**src/rtl/spi_responder.sv**
```systemverilog
// spi_responder: SPI byte-stream to 8-bit bus bridge; define SPI_RESPONDER_STATUS_EN to enable the 0x05 status command
module spi_responder #(
    parameter int ADDR_WIDTH = 16
) (
    input  logic                  clk,
    input  logic                  rst,
    input  logic                  cs,
    input  logic [7:0]            mosi,
    output logic                  ready,
    output logic [7:0]            miso,
    output logic                  miso_valid,
    output logic                  bus_valid,
    output logic                  bus_we,
    output logic [ADDR_WIDTH-1:0] bus_addr,
    output logic [7:0]            bus_wdata,
    input  logic                  bus_ready,
    input  logic [7:0]            bus_rdata
);
    localparam int ADDR_BYTES = ADDR_WIDTH / 8;
    typedef enum logic [2:0] {CMD, ADDR, DATA, BUS, DISCARD, STATUS} state_t;
    state_t                state_q, state_d;
    logic [1:0]            cnt_q, cnt_d;
    logic                  abort_q, abort_d;
    logic [7:0]            miso_q, miso_d;
    logic                  miso_valid_q, miso_valid_d;
    logic                  bus_we_q, bus_we_d;
    logic [ADDR_WIDTH-1:0] bus_addr_q, bus_addr_d;
    logic [7:0]            bus_wdata_q, bus_wdata_d;
`ifdef SPI_RESPONDER_STATUS_EN
    logic [7:0]            wr_cnt_q, wr_cnt_d;
`endif
    always_comb begin
        state_d      = state_q;
        cnt_d        = cnt_q;
        abort_d      = abort_q;
        miso_d       = miso_q;
        miso_valid_d = miso_valid_q;
        bus_we_d     = bus_we_q;
        bus_addr_d   = bus_addr_q;
        bus_wdata_d  = bus_wdata_q;
`ifdef SPI_RESPONDER_STATUS_EN
        wr_cnt_d     = wr_cnt_q + 8'((state_q == BUS) && bus_ready && bus_we_q);
`endif
        // Outside BUS a low cs always means a byte is accepted this cycle
        if (cs && state_q != BUS) begin
            state_d      = CMD;
            miso_valid_d = 1'b0;
        end else begin
            case (state_q)
                CMD: begin
                    cnt_d = 2'd0;
                    if (mosi == 8'h02 || mosi == 8'h03) begin
                        bus_we_d = ~mosi[0];
                        state_d  = ADDR;
                    end
`ifdef SPI_RESPONDER_STATUS_EN
                    else if (mosi == 8'h05) begin
                        miso_d       = wr_cnt_q;
                        miso_valid_d = 1'b1;
                        state_d      = STATUS;
                    end
`endif
                    else state_d = DISCARD;
                end
                ADDR: begin
                    bus_addr_d = ADDR_WIDTH'({bus_addr_q, mosi});
                    cnt_d      = cnt_q + 2'd1;
                    if (cnt_q == 2'(ADDR_BYTES - 1)) state_d = bus_we_q ? DATA : BUS;
                end
                DATA: begin
                    if (bus_we_q) bus_wdata_d = mosi;
                    else begin
                        miso_valid_d = 1'b0;
                        bus_addr_d   = bus_addr_q + 1'b1;
                    end
                    state_d = BUS;
                end
                BUS: begin
                    abort_d = abort_q | cs;
                    if (bus_ready) begin
                        abort_d = 1'b0;
                        if (bus_we_q) bus_addr_d = bus_addr_q + 1'b1;
                        else if (!(abort_q || cs)) begin
                            miso_d       = bus_rdata;
                            miso_valid_d = 1'b1;
                        end
                        state_d = (abort_q || cs) ? CMD : DATA;
                    end
                end
                default: ;
            endcase
        end
    end
    always_ff @(posedge clk) begin
        if (rst) begin
            state_q      <= CMD;
            cnt_q        <= '0;
            abort_q      <= 1'b0;
            miso_q       <= '0;
            miso_valid_q <= 1'b0;
            bus_we_q     <= 1'b0;
            bus_addr_q   <= '0;
            bus_wdata_q  <= '0;
`ifdef SPI_RESPONDER_STATUS_EN
            wr_cnt_q     <= '0;
`endif
        end else begin
            state_q      <= state_d;
            cnt_q        <= cnt_d;
            abort_q      <= abort_d;
            miso_q       <= miso_d;
            miso_valid_q <= miso_valid_d;
            bus_we_q     <= bus_we_d;
            bus_addr_q   <= bus_addr_d;
            bus_wdata_q  <= bus_wdata_d;
`ifdef SPI_RESPONDER_STATUS_EN
            wr_cnt_q     <= wr_cnt_d;
`endif
        end
    end
    assign ready      = state_q != BUS;
    assign bus_valid  = state_q == BUS;
    assign miso       = miso_q;
    assign miso_valid = miso_valid_q;
    assign bus_we     = bus_we_q;
    assign bus_addr   = bus_addr_q;
    assign bus_wdata  = bus_wdata_q;
endmodule
```
**config.mk**
```make
export PLATFORM = sky130hd
export DESIGN_NAME = spi_responder
export DESIGN_NICKNAME = d
export VERILOG_FILES = /design/src/rtl/spi_responder.sv
export SDC_FILE = /design/constraint.sdc
export NUM_CORES = 1
export LEC_CHECK = 0
export ABC_AREA = 0
export CAP_MARGIN = 10
export CORE_MARGIN = 2
export CORE_UTILIZATION = 40
export DETAILED_ROUTE_END_ITERATION = 10
export GPL_ROUTABILITY_DRIVEN = 0
export PLACE_DENSITY_LB_ADDON = 0.08
export SLEW_MARGIN = 15
export SYNTH_ARGS = -nofsm -noshare
export SYNTH_HDL_FRONTEND = slang
export SYNTH_SLANG_ARGS = --single-unit
```
**constraint.sdc**
```tcl
create_clock -name clk -period 1.9 [get_ports clk]
set_input_delay 0.19 -clock clk [delete_from_list [all_inputs] [get_ports clk]]
set_output_delay 0.19 -clock clk [all_outputs]
set_load 0.01 [all_outputs]
```
; ---- Word-level counts from Yosys, hierarchy flattened
; Index checks and enable logic that the tools add are counted.
[op_classes]
n_addsub = 2
eq_ne = 13
mux = 17
bitwise = 5
reduce_logical = 17
[ops]
columns = cell, n
row1 = 16-bit 2-to-1 mux, 3
row2 = 16-bit case mux with 3 select lines, 1
row3 = 16-bit by 1-bit adder with 16-bit output (second input constant), 1
row4 = 8-bit by 2-bit equality test with 1-bit output (second input constant), 2
row5 = 5-bit AND reduction, 3
row6 = 3-bit case mux with 4 select lines, 1
row7 = 3-bit 2-to-1 mux, 3
row8 = 3-bit AND reduction, 3
row9 = 2-bit != test (second input constant), 4
row10 = 3-bit by 2-bit equality test with 1-bit output (second input constant), 2
row11 = 1-bit 2-to-1 mux, 6
row12 = 2-bit by 1-bit != test with 1-bit output (second input constant), 2
row13 = 1-bit inverter, 4
row14 = 2-bit case mux with 2 select lines, 1
row15 = 2-bit AND reduction, 2
row16 = 2-bit nonzero test, 2
row17 = 4-bit nonzero test, 1
row18 = 3-bit by 1-bit equality test with 1-bit output (second input constant), 1
row19 = 3-bit zero test, 1
row20 = 3-bit by 2-bit != test with 1-bit output (second input constant), 1
row21 = 3-bit nonzero test, 1
row22 = 2-bit by 1-bit adder with 2-bit output (second input constant), 1
row23 = 2-bit by 1-bit equality test with 1-bit output (second input constant), 1
row24 = 1-bit logical OR, 2
row25 = 5 further kinds, 5
[totals]
regBits = 40
output_inout_bits = 36
wordCells = 62

; ---- Depth between registers and ports, before layout
[logic_depth]
depth_word = 5
ltp_mapped = 7

; ---- Worst setup path after synthesis
; OpenSTA, ideal clock, no wires.
[synth_timing]
kind = reg-to-reg
startpoint = register bus_we_q (netlist: bus_we)
endpoint = register bus_addr_q[3] (netlist: bus_addr[3])
setup_time_ns = 0.132
arrival_time_ns = 1.595
required_time_ns = 1.768
path_slack_ns = 0.173
stages_incl_launch_ff = 7
path_cell_list = dfxtp_1 -> buf_6 -> or4b_4 -> a31o_2 -> buf_6 -> a21oi_2 -> o32ai_2
[synth_via]
elab_chain_cells = 2
elab_cells_between_ends = 3
classes_between = eq/ne: 2 / reduce/logical: 1
[synth_rtl]
columns = element, line
row1 = "start, declared", 26  ; logic bus_we_q, bus_we_d;
row2 = "start signal, assigned", 113  ; bus_we_q <= bus_we_d;
row3 = 2-bit by 1-bit != test with 1-bit output (no source line) / 2-bit != test (equally long branches), -
row4 = 5-bit AND reduction (no source line) (*), -
row5 = "end signal, assigned", 114  ; bus_addr_q <= bus_addr_d;
row6 = "end, declared", 27  ; logic [ADDR_WIDTH-1:0] bus_addr_q, bus_addr_d;
; Every way passes the cells marked *; elsewhere a longest branch is shown, timed or not.
; A chain may end at the register's enable or synchronous reset.

; ---- Worst setup path in the final report
[layout_timing]
startpoint = register state_q[0]
endpoint = output bus_valid
[layout_via]
elab_chain_cells = 1
[layout_rtl]
columns = element, line
row1 = "start, declared", 21  ; state_t state_q, state_d;
row2 = "start signal, assigned", 108  ; state_q <= state_d;
row3 = 3-bit by 2-bit equality test with 1-bit output, 122  ; assign bus_valid = state_q == BUS;
row4 = "end, declared", 12  ; output logic bus_valid,
; No other way between the ends.

==> run_results.csv <==
group,metric,value,unit
worst_setup_path,r2r-end,"bus_addr[15]",
floorplanning,start_util,41.6,%
sta,hold_viol_final,0,
synthesis,synthDominantCellAreaShare,37.6,%
clock_network,cts_max_level,2,
sta,clock_skew,0.00265,ns
place,io_buffers,55,
global_routing,grt_pass1_wl,9680,um
sta,worst_slew_margin_rel,71.2,%
sta,finalMaxSlewViolations,0,
sta,tightest_slew,0.431,ns
worst_hold_path,hold_path_class,"flip-flop to flip-flop",
global_routing,antenna_found_initial,0,
routing,first_pass_iters,4,
worst_hold_path,holdCritStartpoint,"cnt_q[1]",
floorplanning,core,5110,um2
synthesis,synth_ff_type,"dfxtp_1",
synthesis,synthCells,252,
synthesis,seq_area_frac_synth,37.6,%
pwr,p_per_area,518,nW/um2
synthesis,ys_top_cells_by_count,"dfxtp_1, nor2_1, a21oi_1, nand2_1, mux2i_1",
pwr,sw_frac_of_total,22.5,%
clock_network,cts_tree,"done",
worst_setup_path,slowest_delay,0.53,ns
cells_and_area,area_growth,39.4,%
worst_setup_path,critPathBufInv,3,
pwr,combPwrFrac,6.7,%
place,pre_cts_slack,-0.0845,ns
floorplanning,die_h,76.9,um
worst_setup_path,cp_slowest_cell,"clkdlybuf4s50_1",
cells_and_area,nNetsFinal,342,
routing,drt-initial-drc-count,184,
sta,grt_setup_unrepaired,"false",
global_routing,grt_pass1_vias,2053,
global_routing,grt_max_degree,19,
cells_and_area,antenna_cells,0,
sta,fmax,553,MHz
clock_network,cts_buffers,5,
floorplanning,placementRows,26,
worst_setup_path,worst-path-stages,4,
pwr,seqPwrFrac,54.9,%
worst_setup_path,critical_path_class,"flip-flop to primary output",
pwr,switchingPower,345,uW
worst_setup_path,endpoint,"bus_valid",
synthesis,synthArstFlopShare,0,%
synthesis,synth-edff-count,0,
routing,finalWirelength,5710,um
pwr,p_int,1.19,mW
status,status,"completed",
synthesis,synth_area,2130,um2
clock_network,worst_skew_pair.late_latency,0.29,ns
pwr,clockPowerShare,38.4,%
sta,period_minus_slack,1.81,ns
worst_setup_path,r2r_slack,0.14,ns
floorplanning,io-pin-count,56,
routing,vias,2162,
sta,finalSetupViolations,0,
pwr,vdd_drop_max,403,uV
worst_setup_path,r2r.worst_path.cells,6,
global_routing,grt_usage,20.1,%
worst_setup_path,critPathRequiredTime,1.71,ns
pwr,finalPower,1.54,mW
global_routing,grt-ovfl-total,0,
synthesis,yosysWarnings,0,
job,maxCapViolations,0,
synthesis,synth_seq_cells,40,
clock_network,clock-root-buffer,"clkbuf_8",
synthesis,synth_nets,274,
synthesis,syn_area_per_cell,8.44,um2
routing,drc_errors,0,
routing,post_drt_wl_per_cell,14.6,um
worst_setup_path,critPathCaptureType,"primary output",
worst_setup_path,start_kind,"flip-flop",
sta,setup_ws,0.0905,ns
worst_setup_path,worstSetupStartpoint,"state_q[0]",
worst_setup_path,cp_cell_sequence,"buf_6, nand3b_1, inv_2, clkdlybuf4s50_1",
worst_setup_path,crit_family,"buffers and inverters",
pwr,leakage,1.17,nW
worst_setup_path,crit_fanout,13,
clock_network,post_cts_buffers,0,
synthesis,synth_area_leaders,"dfxtp_1, mux2i_1, a21oi_1",
routing,drtAntennaViolNets,0,
worst_setup_path,worstReg2RegStart,"state_q[1]",
synthesis,synth.distinct_cells,46,
floorplanning,die_area,5920,um2
cells_and_area,final_layout_size_suffix_gt1_share,14.3,%
routing,vias_per_cell,5.53,
clock_network,path_clk_slew,0.07,ns
worst_setup_path,cp.arrival,1.62,ns
clock_network,cts_buffer_depth,2,
place,dp_hpwl,4140,um
clock_network,cts.sinks,40,
floorplanning,fp.dieW,76.9,um
synthesis,yosysTopAreaCell,"dfxtp_1",
sta,final.period_utilization,95.2,%
clock_network,hold_buffers,0,
synthesis,yosysMostFrequentCell,"dfxtp_1",
[placed cells by master, fill, tap and decap left out, types with 2 or more instances in the layout]
master / synthesis / final
nand3_1: 6 / 6
and4_1: 7 / 7
nor2_1: 25 / 25
mux2i_1: 16 / 16
and3_1: 3 / 3
or3_1: 4 / 4
buf_4: 0 / 24
a21oi_1: 24 / 24
o21a_1: 2 / 2
o32ai_1: 4 / 4
inv_1: 11 / 10
o21ai_0: 6 / 6
o32ai_2: 3 / 3
ha_1: 2 / 2
dfxtp_1: 40 / 39
nor3b_1: 2 / 2
o31a_1: 4 / 4
nand2_1: 18 / 18
a211oi_1: 5 / 5
nand4_1: 9 / 9
nor4_1: 2 / 2
nor3_1: 9 / 9
a21oi_2: 3 / 3
a31oi_1: 4 / 4
clkbuf_1: 12 / 2
and2_1: 3 / 3
clkbuf_8: 0 / 6
o21ai_1: 3 / 3
clkdlybuf4s50_1: 0 / 55
[per-layer routing]
metal / global-route usage [%] / wire length (um)
met5: 0 / 0
met4: 6.36 / 43
met3: 7.41 / 578
met2: 30.1 / 2430
met1: 26.7 / 2650
[power groups by stage]
stage,clock network [mW],logic (mW),registers [mW]
2_1_floorplan,0,0.0367,0.859
3_3_place_gp,0,0.103,0.863
3_5_place_dp,0,0.103,0.863
4_1_cts,0.611,0.103,0.843
5_1_grt,0.650,0.113,0.844
6_report,0.591,0.103,0.843
[logic make-up (layout without fill, tap and decap cells)]
family | after synthesis | after routing | synth area share [%]
DFF | 40 | 40 | 37.6
and+or+nand+nor | 95 | 95 | 23.7
AOI/OAI and AO/OA | 68 | 68 | 23.2
adders and majority gates | 2 | 2 | 1.18
buffers and inverters | 31 | 100 | 6.76
muxes | 16 | 16 | 7.53
[sequential cells by signal, summed over array words and instances, names as in the netlist]
name	cells
bus_we	1
miso_valid	1
cnt_q	2
bus_addr	16
bus_wdata	8
abort_q	1
miso	8
state_q	3
[timing repair]
item | 4_1_cts | 5_1_grt
endpoints found under the setup margin | 0 | 1
resized for setup | 0 | 3
hold endpoints to repair | 0 | 0
[area by class of cell]
cell class / instances / area (um2)
well taps: 70 / 87.6
flip-flops and latches: 40 / 802
clock buffers: 8 / 90.1
multi-input cells: 181 / 1180
repair buffers: 81 / 762
fillers: 483 / 2140
inverters: 11 / 41.3
[worst min path at each step]
stage / to / depth (start not counted) / slack [ns]
floorplan: abort_q / 1 / 0.29
global placement: cnt_q[1] / 2 / 0.44
detailed placement: cnt_q[1] / 2 / 0.45
CTS: cnt_q[1] / 2 / 0.46
global route: cnt_q[1] / 2 / 0.49
finish: cnt_q[1] / 2 / 0.46
[worst min-delay path, cell delays in order (launching register included)]
cell and delay [ns]:
dfxtp_1 0.32, nand2_1 0.05, a21oi_1 0.05
[through the flow]
stage / utilization (%) / hold slack (ns) / instances / cell area [um2] / TNS, ns
2_1_floorplan: - / 0.287 / 252 / 2130 / 0
3_3_place_gp: 56.2 / 0.438 / 383 / 2870 / -0.316
3_5_place_dp: 56.2 / 0.454 / 383 / 2870 / -0.473
4_1_cts: 58.0 / 0.464 / 391 / 2960 / 0
5_1_grt: 58.1 / 0.492 / 391 / 2970 / 0
6_report: 58.1 / 0.462 / 391 / 2970 / 0
Power figures use the tool's default switching activity.
